===== config.mk =====
export PLATFORM = sky130hd
export DESIGN_NAME = lsu_ctrl
export DESIGN_NICKNAME = d
export VERILOG_FILES = /design/src/rtl/lsu_pkg.sv /design/src/rtl/lsu_load_align.sv /design/src/rtl/lsu_ctrl.sv
export SDC_FILE = /design/constraint.sdc
export NUM_CORES = 1
export LEC_CHECK = 0
export BUFFER_PORTS_ARGS = -buffer_cell sky130_fd_sc_hd__buf_4
export CORE_ASPECT_RATIO = 0.9
export CORE_MARGIN = 4
export CORE_UTILIZATION = 49
export CTS_CLUSTER_DIAMETER = 120
export DETAILED_ROUTE_END_ITERATION = 8
export PLACE_DENSITY = 0.81
export SYNTH_ARGS = -nofsm -noshare
export SYNTH_HDL_FRONTEND = slang
export SYNTH_SLANG_ARGS = --single-unit

===== constraint.sdc =====
create_clock -name clk -period 2 [get_ports clk]
set_input_delay 0.1 -clock clk [delete_from_list [all_inputs] [get_ports clk]]
set_output_delay 0.1 -clock clk [all_outputs]
set_load 0.05 [all_outputs]

===== src/rtl/lsu_pkg.sv =====
// lsu_pkg: shared funct3 codes, FSM states and access-legality helpers for the load/store unit
package lsu_pkg;
  localparam logic [2:0] F3_B  = 3'b000;
  localparam logic [2:0] F3_H  = 3'b001;
  localparam logic [2:0] F3_W  = 3'b010;
  localparam logic [2:0] F3_BU = 3'b100;
  localparam logic [2:0] F3_HU = 3'b101;
  typedef enum logic [1:0] {IDLE, ACCESS, RESP} lsu_state_t;
  function automatic logic is_misaligned(input logic [2:0] f3, input logic [1:0] off);
    return (f3[1:0] == 2'b01 && off[0]) || (f3[1:0] == 2'b10 && off != 2'b00);
  endfunction
  function automatic logic is_illegal(input logic we, input logic [2:0] f3);
    return we ? (f3[2] || f3[1:0] == 2'b11) : (f3 == 3'b011 || f3 == 3'b110 || f3 == 3'b111);
  endfunction
endpackage


===== src/rtl/lsu_load_align.sv =====
// lsu_load_align: extracts the addressed byte/halfword from a read word and sign- or zero-extends it
module lsu_load_align import lsu_pkg::*; (
  input  logic [2:0]  funct3,
  input  logic [1:0]  off,
  input  logic [31:0] rdata,
  output logic [31:0] result
);
  logic [31:0] sh;
  assign sh = rdata >> {off, 3'b000};
  assign result = funct3 == F3_B  ? {{24{sh[7]}}, sh[7:0]} :
                  funct3 == F3_BU ? {24'b0, sh[7:0]} :
                  funct3 == F3_H  ? {{16{sh[15]}}, sh[15:0]} :
                  funct3 == F3_HU ? {16'b0, sh[15:0]} : rdata;
endmodule


===== src/rtl/lsu_ctrl.sv =====
// lsu_ctrl: single-outstanding load/store unit driving a word-addressed, byte-masked memory
module lsu_ctrl import lsu_pkg::*; #(
  parameter int ADDR_W = 12
) (
  input  logic              clk,
  input  logic              rst,
  input  logic              req_valid,
  output logic              req_ready,
  input  logic              req_we,
  input  logic [2:0]        req_funct3,
  input  logic [31:0]       req_addr,
  input  logic [31:0]       req_wdata,
  output logic              resp_valid,
  output logic [31:0]       resp_rdata,
  output logic              resp_err,
  output logic [ADDR_W-1:0] mem_addr,
  output logic [31:0]       mem_wdata,
  output logic              mem_wr,
  output logic [3:0]        mem_mask,
  input  logic [31:0]       mem_rdata
);
  lsu_state_t  state;
  logic [2:0]  f3;
  logic [1:0]  off;
  logic        we;
  logic [1:0]  req_off;
  logic        req_err;
  logic [3:0]  st_mask;
  logic [31:0] st_wdata;
  logic [31:0] ld_data;
  logic        unused_hi;
  assign req_off   = req_addr[1:0];
  assign req_err   = is_misaligned(req_funct3, req_off) || is_illegal(req_we, req_funct3);
  assign st_mask   = req_funct3 == F3_B ? 4'b0001 << req_off :
                     req_funct3 == F3_H ? 4'b0011 << req_off : 4'b1111;
  assign st_wdata  = req_funct3 == F3_B ? {4{req_wdata[7:0]}} :
                     req_funct3 == F3_H ? {2{req_wdata[15:0]}} : req_wdata;
  assign unused_hi = ^req_addr[31:ADDR_W+2];
  lsu_load_align u_align (
    .funct3 (f3),
    .off    (off),
    .rdata  (mem_rdata),
    .result (ld_data)
  );
  // request/access/response sequencing with every output registered
  always_ff @(posedge clk) begin
    if (rst) begin
      state      <= IDLE;
      req_ready  <= 1'b1;
      resp_valid <= 1'b0;
      resp_rdata <= '0;
      resp_err   <= 1'b0;
      mem_addr   <= '0;
      mem_wdata  <= '0;
      mem_wr     <= 1'b0;
      mem_mask   <= '0;
      f3         <= '0;
      off        <= '0;
      we         <= 1'b0;
    end else begin
      case (state)
        IDLE: if (req_valid) begin
          f3         <= req_funct3;
          off        <= req_off;
          we         <= req_we;
          mem_addr   <= req_addr[ADDR_W+1:2];
          mem_wdata  <= st_wdata;
          mem_mask   <= (req_we && !req_err) ? st_mask : 4'b0000;
          mem_wr     <= req_we && !req_err;
          req_ready  <= 1'b0;
          resp_err   <= req_err;
          resp_rdata <= '0;
          resp_valid <= req_err;
          state      <= req_err ? RESP : ACCESS;
        end
        ACCESS: begin
          mem_wr     <= 1'b0;
          mem_mask   <= '0;
          resp_valid <= 1'b1;
          resp_rdata <= we ? 32'b0 : ld_data;
          state      <= RESP;
        end
        RESP: begin
          resp_valid <= 1'b0;
          req_ready  <= 1'b1;
          state      <= IDLE;
        end
        default: state <= IDLE;
      endcase
    end
  end
endmodule

==> run metrics, run 1 <==
result of the run finished clean; commonest cells after routing, fill and taps aside buf_4 (174), nand2_1 (107), dfxtp_1 (92); worst setup path class reg -> reg; vias post-DR 4604; Synth Area in Adders 0.0218; Seq/Total Area, Yosys 0.402; Cell variety after synth 49; buffers inserted by post-CTS timing repair 0; leading register cell type out of synthesis dfxtp_1; worst path cell trace buf_4, and4bb_2, a221oi_1, o31ai_1, a32o_1; Crit path required time 2.26 ns; count of max-cap constraint violations 0; Critical Path Sink Type register; FF+latch count, synth 92; crit-path max FO 32; buffers from clock root to sink, at most 2; area fraction in and, or, nand and nor cells after synthesis 0.190; area of the die 11000 um^2; Async S/R FF share, synth 0; Initial Utilization 0.503; share of cell area taken by muxes after synthesis 0.0666; share of final-layout standard cells stronger than drive strength 1 0.322; boundary pin count 187; Die Width 110 um; largest voltage drop on the vdd net 0.475 mV; final number of hold-violating endpoints 0; Cells after Synth 540; global-route wire length before repair 22.1 mm; worst hold path class in -> reg; number of antenna repair diodes 0; final cell count without fillers 829; placed inst area 5930 um^2; post-synthesis net count 651; grt total ovfl 0; Area Growth Syn to Fin 38.4%; Die H 99.8 um; cell family contributing the most delay on the critical path compound AO/OA/AOI/OAI gates; post-layout power 4.87 mW; post-synthesis xor/xnor area fraction 0; Buffers on Ports 168; initial antenna violation count 0; RSZ-0062 raised after global routing no; Core ar. 9130 um^2; power density relative to cell area 768 nW/um^2; CP Launch Type register; Max stage delay on crit path 0.47 ns; first-pass iteration count of the detailed router 5; CTS tree built; clock network latency to the later pin of the worst-skew pair 0.36 ns; most common library cell in the layout ignoring fill and taps buf_4; standby leakage power 2.65 nW; CTS clk-pin slew, worst paths 0.10 ns; Max Clock Skew 0.0123 ns; proportion of netlist area held by the largest area contributor 0.402; H-Tree Depth 3; routability congestion estimate from global placement 0.887; syn_area_per_cell 8.49 um^2; Least-Margin Pin Slew 0.479 ns; netlist area before placement 4590 um^2; DR WL/cell 17.0 um; global router's overall resource usage 0.253; Final Cell Area 6340 um^2; number of design rule violations left after detail routing 0; Slew Limit Headroom 0.680; number of rows created at floorplan 33; CP bufs+invs 1; buffer cell driving the clock tree root clkbuf_8; Final Cycle Share 0.939; sink count of the clock tree 92; Max Clk Rate 532 MHz; final-report max-slew violation count 0; via count of the first global-routing pass 4436; net count of the finished layout 813; total setup violations reported at the end of the flow 0; aggregate negative setup slack 0 ns; count of antenna-violating nets left after detailed routing 0; count of flip-flops with a built-in enable after synthesis 0; Synth warnings 0; arrival time at the worst endpoint 2.14 ns; initial drt markers 276; number of buffers added by the clock tree synthesis step 9; post-detailed-placement half-perimeter wirelength 10.2 mm; Total Routed Length 14.1 mm; library cell with the largest summed area after synthesis dfxtp_1; time the worst path needs with I/O delays and setup 1.88 ns; largest net degree at the start of global routing 69; dominant combinational cell family by area after synthesis compound AO/OA/AOI/OAI gates; post-synthesis compound-gate area fraction 0.268; worst-path cell with the longest stage delay dfxtp_1; vias per cell 5.55; cell total after placement 796; synth top area cells dfxtp_1 (40%), nand2_1 (8.8%), a21oi_1 (5.7%), mux2i_1 (5.7%), a211oi_2 (2.7%)
-- power breakdown --
part           internal [mW]  switching, mW
Clock                  0.778          0.678
Sequential              1.95         0.0824
Combinational          0.508          0.882
-- worst min-delay path: stages --
cell and delay [ns]:
buf_4 0.12, nand2_1 0.05, a21oi_1 0.05
-- per-stage QoR --
step | setup slack [ns] | hold WS [ns] | utilization
2_1_floorplan | 0.254 | 0.208 | -
3_3_place_gp | 0.177 | 0.347 | 0.650
3_5_place_dp | 0.0997 | 0.353 | 0.650
4_1_cts | 0.0689 | 0.00602 | 0.694
5_1_grt | 0.0248 | 0.0189 | 0.695
6_report | 0.121 | 0.0171 | 0.695
-- cell type report --
| class | count | area, um^2 |
|---|---|---|
| Tap cell | 122 | 153 |
| Inverter | 11 | 41.3 |
| Clock inverter | 5 | 82.6 |
| Sequential cell | 92 | 1840 |
| Fill cell | 728 | 2780 |
| Clock buffer | 11 | 151 |
| Timing Repair Buffer | 195 | 1550 |
| Multi-Input combinational cell | 393 | 2530 |
-- sequential cells by signal, summed over array words and instances, names as in the netlist --
name,cells
mem_mask,4
off,2
resp_rdata,32
we,1
mem_addr,12
mem_wr,1
mem_wdata,32
req_ready,1
resp_valid,1
f3,3
state,2
resp_err,1
-- synth_stat cells (2+ instances only) --
library cell / instances
nand2_1: 107
dfxtp_1: 92
a21oi_1: 52
mux2i_1: 26
clkbuf_1: 25
nor2_1: 25
a211oi_1: 15
nand2b_1: 15
a22oi_1: 13
buf_2: 12
o211ai_1: 12
inv_1: 11
a211oi_2: 10
a21oi_2: 10
o21ai_0: 10
a311oi_1: 8
ha_1: 8
nor2b_1: 8
o2111ai_1: 7
o22a_1: 7
nor3_1: 5
a22o_1: 4
a32o_1: 4
and2b_1: 4
and3_1: 4
buf_1: 4
nor3b_1: 4
o22ai_1: 4
a221o_1: 3
and2_1: 3
nand3_1: 3
o31ai_1: 3
a221oi_1: 2
buf_6: 2
mux2_2: 2
or2_2: 2
or3_1: 2
-- metal layers --
layer / wire length, um / share of wire / track usage / vias up
met3: 866 / 0.061 / 0.0688 / 28
li1: - / - / - / 2261
met1: 6100 / 0.43 / 0.337 / 2153
met4: 384 / 0.027 / 0.0796 / 0
met5: 0 / 0 / 0 / -
met2: 6740 / 0.48 / 0.400 / 162
-- path summary, 6_finish.rpt --
path | from | endpoint | slack, ns | cells after the start
worst max-delay path | off[0]$_SDFFE_PP0P_ | resp_rdata[10]$_SDFFE_PP0P_ | 0.12 | 5
worst min-delay path | req_funct3[2] | f3[2]$_SDFFE_PP0P_ | 0.02 | 3
worst max register to register | off[0]$_SDFFE_PP0P_ | resp_rdata[10]$_SDFFE_PP0P_ | 0.12 | 5
worst min register to register | mem_wdata[29]$_SDFFE_PP0P_ | mem_wdata[29]$_SDFFE_PP0P_ | 0.46 | 2
-- repair_timing --
action,4_1_cts,5_1_grt
resized for setup,0,4
setup endpoints to repair,0,24
hold buffers,17,0
endpoints found under the hold margin,17,0
-- cells by family after synthesis --
family | count (synthesis)
adders and majority gates | 8
and+or+nand+nor | 187
muxes | 29
DFF | 92
AOI/OAI and AO/OA | 169
buffers and inverters | 55
Note: power is estimated with default switching activity, not from simulation.
==> run 2, diff against run 1 <==
--- a/config.mk
+++ b/config.mk
@@ -12,6 +12,7 @@
 export CTS_CLUSTER_DIAMETER = 120
 export DETAILED_ROUTE_END_ITERATION = 8
 export PLACE_DENSITY = 0.81
+export RECOVER_POWER = 25
 export SYNTH_ARGS = -nofsm -noshare
 export SYNTH_HDL_FRONTEND = slang
 export SYNTH_SLANG_ARGS = --single-unit
==> run 2 against run 1 <==
Critical path depth stayed put. Sequential share of layout area increased by 0.78 points. Clock-buffer cell count unchanged. Final cell count did not move. Cell area is 2.6% lower. Via count down 0.72%. Worst setup slack got worse by 0.0051 ns. Maximum frequency is 0.27% lower. Register-to-register slack is essentially flat. Die area is the same. Global-route usage unchanged. Power down 1.3%.
==> run metrics, run 2 (synthesis results as in run 1) <==
CP Launch Type register (unchanged); final number of hold-violating endpoints 0 (unchanged); standby leakage power 2.47 nW (was 2.65 nW); worst path cell trace buf_4, and4bb_2, a221oi_1, o31ai_1, a32o_1 (unchanged); most common library cell in the layout ignoring fill and taps buf_4 (unchanged); post-detailed-placement half-perimeter wirelength 10.2 mm (unchanged); via count of the first global-routing pass 4436 (unchanged); buffer cell driving the clock tree root clkbuf_8 (unchanged); area occupied by multi-input gates 2530 um^2 (unchanged); total setup violations reported at the end of the flow 0 (unchanged); area of the die 11000 um^2 (unchanged); commonest cells after routing, fill and taps aside buf_4 (130), nand2_1 (107), dfxtp_1 (92) (was buf_4 (174), nand2_1 (107), dfxtp_1 (92)); Least-Margin Pin Slew 0.654 ns (was 0.479 ns); buffers inserted by post-CTS timing repair 0 (unchanged); Max Clock Skew 0.00926 ns (was 0.0123 ns); Die Width 110 um (unchanged); global-route wire length before repair 22.1 mm (unchanged); DR WL/cell 17.0 um (about the same); first-pass iteration count of the detailed router 5 (unchanged); vias per cell 5.51 (was 5.55); Die H 99.8 um (unchanged); Critical Path Sink Type register (unchanged); number of design rule violations left after detail routing 0 (unchanged); number of antenna repair diodes 0 (unchanged); largest net degree at the start of global routing 69 (unchanged); net count of the finished layout 813 (unchanged); aggregate negative setup slack 0 ns (unchanged); crit-path max FO 32 (unchanged); post-layout worst setup margin 0.116 ns (was 0.121 ns); Final Cycle Share 0.942 (was 0.939); Max Clk Rate 531 MHz (was 532 MHz); result of the run finished clean (unchanged); routability congestion estimate from global placement 0.887 (unchanged); final-report max-slew violation count 0 (unchanged); RSZ-0062 raised after global routing no (unchanged); initial antenna violation count 0 (unchanged); number of buffers added by the clock tree synthesis step 9 (unchanged); initial drt markers 309 (was 276); count of antenna-violating nets left after detailed routing 0 (unchanged); buffers from clock root to sink, at most 2 (unchanged); time the worst path needs with I/O delays and setup 1.88 ns (about the same); number of rows created at floorplan 33 (unchanged); CTS clk-pin slew, worst paths 0.09 ns (was 0.10 ns); largest registers in the final layout mem_wdata (32), resp_rdata (32), mem_addr (12) (unchanged); global router's overall resource usage 0.253 (unchanged); power density relative to cell area 779 nW/um^2 (was 768 nW/um^2); Initial Utilization 0.503 (unchanged); Slew Limit Headroom 0.566 (was 0.680); count of max-cap constraint violations 0 (unchanged); Area Growth Syn to Fin 34.8% (was 38.4%); sink count of the clock tree 92 (unchanged); grt total ovfl 0 (unchanged); largest voltage drop on the vdd net 0.471 mV (was 0.475 mV); vias post-DR 4571 (was 4604); Buffers on Ports 168 (unchanged); share of final-layout standard cells stronger than drive strength 1 0.260 (was 0.322); worst setup path class reg -> reg (unchanged); H-Tree Depth 3 (unchanged); Setup Slack @ Placement 0.0997 ns (unchanged); fill cell total of the finished layout 766 (was 728); Final Cell Area 6180 um^2 (was 6340 um^2); boundary pin count 187 (unchanged); placed inst area 5930 um^2 (unchanged); Max stage delay on crit path 0.47 ns (about the same); arrival time at the worst endpoint 2.13 ns (was 2.14 ns); CTS tree built (unchanged); Total Routed Length 14.1 mm (about the same); cell family contributing the most delay on the critical path compound AO/OA/AOI/OAI gates (unchanged); worst hold path class in -> reg (unchanged); post-layout power 4.81 mW (was 4.87 mW); worst-path cell with the longest stage delay dfxtp_1 (unchanged); worst hold margin 0.0216 ns (was 0.0171 ns); Core ar. 9130 um^2 (unchanged); CP bufs+invs 1 (unchanged); clock network latency to the later pin of the worst-skew pair 0.35 ns (was 0.36 ns); storage element area 1840 um^2 (unchanged); Crit path required time 2.25 ns (was 2.26 ns)
## run 2: cell types whose count changed in the layout (fill, tap and decap cells not counted), sizes merged
cell,delta
buf,-44
clkbuf,+44
## run 2: layout make-up
cell class,instances,share of cell area
well taps,122,0.0247
multi-input cells,393,0.409
clock buffers,11,0.0245
clock inverters,5,0.0134
flip-flops and latches,92,0.298
repair buffers,195,0.224
inverters,11,0.00668
## run 2: what timing repair did
item | 4_1_cts | 5_1_grt
endpoints found under the hold margin | 17 | 0
resized for setup | 0 | 4
endpoints found under the setup margin | 0 | 24
hold buffers | 17 | 0
## run 2: final timing paths
kind	endpoint	slack, ns	depth (start not counted)	startpoint
min	mem_wdata[23]$_SDFFE_PP0P_	0.02	3	req_wdata[23]
min reg2reg	mem_wr$_SDFFE_PP0P_	0.46	1	mem_wr$_SDFFE_PP0P_
max reg2reg	resp_rdata[10]$_SDFFE_PP0P_	0.12	5	off[0]$_SDFFE_PP0P_
max	resp_rdata[10]$_SDFFE_PP0P_	0.12	5	off[0]$_SDFFE_PP0P_
## run 2: stage by stage
stage | utilization | std cells
floorplan | - | 540
global placement | 0.650 | 796
detailed placement | 0.650 | 796
CTS | 0.694 | 829
global route | 0.677 | 829
finish | 0.677 | 829
## run 2: where the power goes
| part | internal [mW] | switching [mW] | leakage [nW] |
|---|---|---|---|
| Combinational | 0.457 | 0.880 | 1.59 |
| Clock | 0.778 | 0.670 | 0.120 |
| Sequential | 1.95 | 0.0816 | 0.752 |
| Total | 3.18 | 1.63 | 2.47 |
## run 2: worst reg2reg max path, delay by kind of cell (launching register included)
family | cells | cell delay [ns]
AO/OA/AOI/OAI | 3 | 0.67
flip-flops | 1 | 0.47
buffers and inverters | 1 | 0.36
AND/OR/NAND/NOR | 1 | 0.29
## run 2: metal layers
layer | part of all wire | vias to the layer above | GRT usage
met1 | 0.43 | 2116 | 0.337
met3 | 0.066 | 29 | 0.0688
met5 | 0 | - | 0
li1 | - | 2261 | -
met4 | 0.026 | 0 | 0.0796
met2 | 0.48 | 165 | 0.400
==> run 3, diff against run 2 <==
--- a/config.mk
+++ b/config.mk
@@ -12,7 +12,7 @@
 export CTS_CLUSTER_DIAMETER = 120
 export DETAILED_ROUTE_END_ITERATION = 8
 export PLACE_DENSITY = 0.81
-export RECOVER_POWER = 25
+export RECOVER_POWER = 50
 export SYNTH_ARGS = -nofsm -noshare
 export SYNTH_HDL_FRONTEND = slang
 export SYNTH_SLANG_ARGS = --single-unit
==> run 3 against run 2 <==
Wire length hardly changed. Sequential cell count stayed put. Cell area shrank 2.5%. Sequential power about the same. Clock-buffer cell count is the same. Via count increased by 1.1%. First-iteration DRC count down 5.2%. Critical path depth unchanged. Critical endpoint unchanged. Register-to-register slack is essentially flat. Non-clock buffer count did not move.
==> run metrics, run 3 (synthesis results as in run 1) <==
time the worst path needs with I/O delays and setup 1.90 ns (was 1.88 ns); Crit path required time 2.25 ns (about the same); Area Growth Syn to Fin 31.4% (was 34.8%); Core ar. 9130 um^2 (unchanged); Slew Limit Headroom 0.563 (was 0.566); worst setup path startpoint off[0]$_SDFFE_PP0P_ (unchanged); clock network latency to the later pin of the worst-skew pair 0.35 ns (about the same); Reg2Reg Depth 5 (unchanged); placed inst area 5930 um^2 (unchanged); storage element area 1840 um^2 (unchanged); area occupied by multi-input gates 2530 um^2 (unchanged); number of antenna repair diodes 0 (unchanged); first-pass iteration count of the detailed router 4 (was 5); Final Cycle Share 0.948 (was 0.942); part of the power in the clock network 0.303 (was 0.301); buffers from clock root to sink, at most 2 (unchanged); commonest cells after routing, fill and taps aside nand2_1 (107), dfxtp_1 (92), buf_4 (89) (was buf_4 (130), nand2_1 (107), dfxtp_1 (92)); count of max-cap constraint violations 0 (unchanged); number of design rule violations left after detail routing 0 (unchanged); final-report max-slew violation count 0 (unchanged); Die Width 110 um (unchanged); global router's overall resource usage 0.253 (unchanged); Worst Hold Endpoint mem_wdata[23]$_SDFFE_PP0P_ (unchanged); global-route wire length before repair 22.1 mm (unchanged); largest net degree at the start of global routing 69 (unchanged); combinational power share 0.273 (was 0.278); worst-path cell with the longest stage delay dfxtp_1 (unchanged); Total Routed Length 14.1 mm (about the same); vias post-DR 4623 (was 4571); boundary pin count 187 (unchanged); vias per cell 5.58 (was 5.51); sink count of the clock tree 92 (unchanged); CTS clk-pin slew, worst paths 0.09 ns (about the same); share of final-layout standard cells stronger than drive strength 1 0.202 (was 0.260); buffers inserted by post-CTS timing repair 0 (unchanged); most common library cell in the layout ignoring fill and taps nand2_1 (was buf_4); number of rows created at floorplan 33 (unchanged); Max Clk Rate 527 MHz (was 531 MHz); Max Clock Skew 0.00987 ns (was 0.00926 ns); Critical Path Sink Type register (unchanged); proportion of power drawn by flip-flops and latches 0.424 (was 0.421); post-detailed-placement half-perimeter wirelength 10.2 mm (unchanged); crit-path max FO 32 (unchanged); worst hold path stage count 3 (unchanged); RSZ-0062 raised after global routing no (unchanged); DR WL/cell 17.0 um (about the same); buffer cell driving the clock tree root clkbuf_8 (unchanged); arrival time at the worst endpoint 2.15 ns (was 2.13 ns); initial drt markers 293 (was 309); internal power 3.14 mW (was 3.18 mW); worst reg2reg endpoint resp_rdata[10]$_SDFFE_PP0P_ (unchanged); fraction of the core area covered by cells at the end of the flow 0.660 (was 0.677); via count of the first global-routing pass 4436 (unchanged); worst hold path class in -> reg (unchanged); Least-Margin Pin Slew 0.658 ns (was 0.654 ns); CP Launch Type register (unchanged); initial antenna violation count 0 (unchanged); H-Tree Depth 3 (unchanged); result of the run finished clean (unchanged); Max stage delay on crit path 0.47 ns (about the same); number of buffers added by the clock tree synthesis step 9 (unchanged); worst path cell trace buf_4, and4bb_2, a221oi_1, o31ai_1, a32o_1 (unchanged); net count of the finished layout 813 (unchanged); largest voltage drop on the vdd net 0.473 mV (was 0.471 mV); Die H 99.8 um (unchanged); aggregate negative setup slack 0 ns (unchanged); worst hold start req_wdata[23] (unchanged); Initial Utilization 0.503 (unchanged); grt total ovfl 0 (unchanged); power spent charging and discharging nets 1.63 mW (about the same); switching share of total power 0.341 (was 0.339); launch point of the worst reg-to-reg path off[0]$_SDFFE_PP0P_ (unchanged); Buffers on Ports 168 (unchanged); power density relative to cell area 792 nW/um^2 (was 779 nW/um^2); routability congestion estimate from global placement 0.887 (unchanged); Final Cell Area 6030 um^2 (was 6180 um^2); count of antenna-violating nets left after detailed routing 0 (unchanged); CTS tree built (unchanged); largest registers in the final layout mem_wdata (32), resp_rdata (32), mem_addr (12) (unchanged); worst reg-to-reg setup slack 0.10 ns (was 0.12 ns); standby leakage power 2.30 nW (was 2.47 nW); area of the die 11000 um^2 (unchanged); final number of hold-violating endpoints 0 (unchanged); total setup violations reported at the end of the flow 0 (unchanged); worst setup path class reg -> reg (unchanged); fill cell total of the finished layout 817 (was 766)
[run 3: cell types whose count changed in the layout (fill, tap and decap cells not counted), sizes merged]
cell / previous run / this run
clkbuf: 55 / 96
buf: 134 / 93
[run 3: how the worst max path moves through the flow]
stage                                             end  slack [ns]
after global routing      resp_rdata[10]$_SDFFE_PP0P_        0.02
after global placement    resp_rdata[19]$_SDFFE_PP0P_        0.18
after floorplan           resp_rdata[12]$_SDFFE_PP0P_        0.25
after detailed placement  resp_rdata[22]$_SDFFE_PP0P_         0.1
after CTS                 resp_rdata[22]$_SDFFE_PP0P_        0.07
final                     resp_rdata[10]$_SDFFE_PP0P_        0.10
[run 3: through the flow]
step	cells	hold slack [ns]	setup slack, ns	power, mW
floorplan	540	0.208	0.254	2.95
global placement	796	0.347	0.177	3.38
detailed placement	796	0.353	0.0997	3.41
CTS	829	0.00602	0.0689	4.86
global route	829	0.0189	0.0248	4.97
finish	829	0.0197	0.104	4.78
[run 3: worst max-delay path: cells and delay by family (launching register included)]
kind | cells | cell delay, ns
AO/OA/AOI/OAI | 3 | 0.68
buffers and inverters | 1 | 0.36
flip-flops | 1 | 0.47
AND/OR/NAND/NOR | 1 | 0.28
[run 3: power by group through the flow]
| stage | clock network, mW | logic (mW) | registers (mW) |
|---|---|---|---|
| CTS | 1.46 | 1.38 | 2.03 |
| global route | 1.52 | 1.40 | 2.04 |
| finish | 1.45 | 1.30 | 2.03 |
| detailed placement | 0 | 1.34 | 2.07 |
| floorplan | 0 | 0.550 | 2.40 |
| global placement | 0 | 1.32 | 2.06 |
[run 3: per-layer routing]
metal,vias up,GRT usage,routed length [um]
met1,2160,0.337,6000
met5,-,0,0
met2,166,0.400,6730
met4,0,0.0796,410
met3,33,0.0688,911
li1,2264,-,-
[run 3: cell type report]
class | count | area share
Inverter | 11 | 0.00685
Tap cell | 122 | 0.0253
Clock buffer | 11 | 0.0251
Clock inverter | 5 | 0.0137
Timing Repair Buffer | 195 | 0.204
Multi-Input combinational cell | 393 | 0.419
Sequential cell | 92 | 0.306
[run 3: what timing repair did]
item	CTS	global route
endpoints found under the setup margin	0	24
endpoints found under the hold margin	17	0
hold buffers	17	0
gates resized for setup	0	4
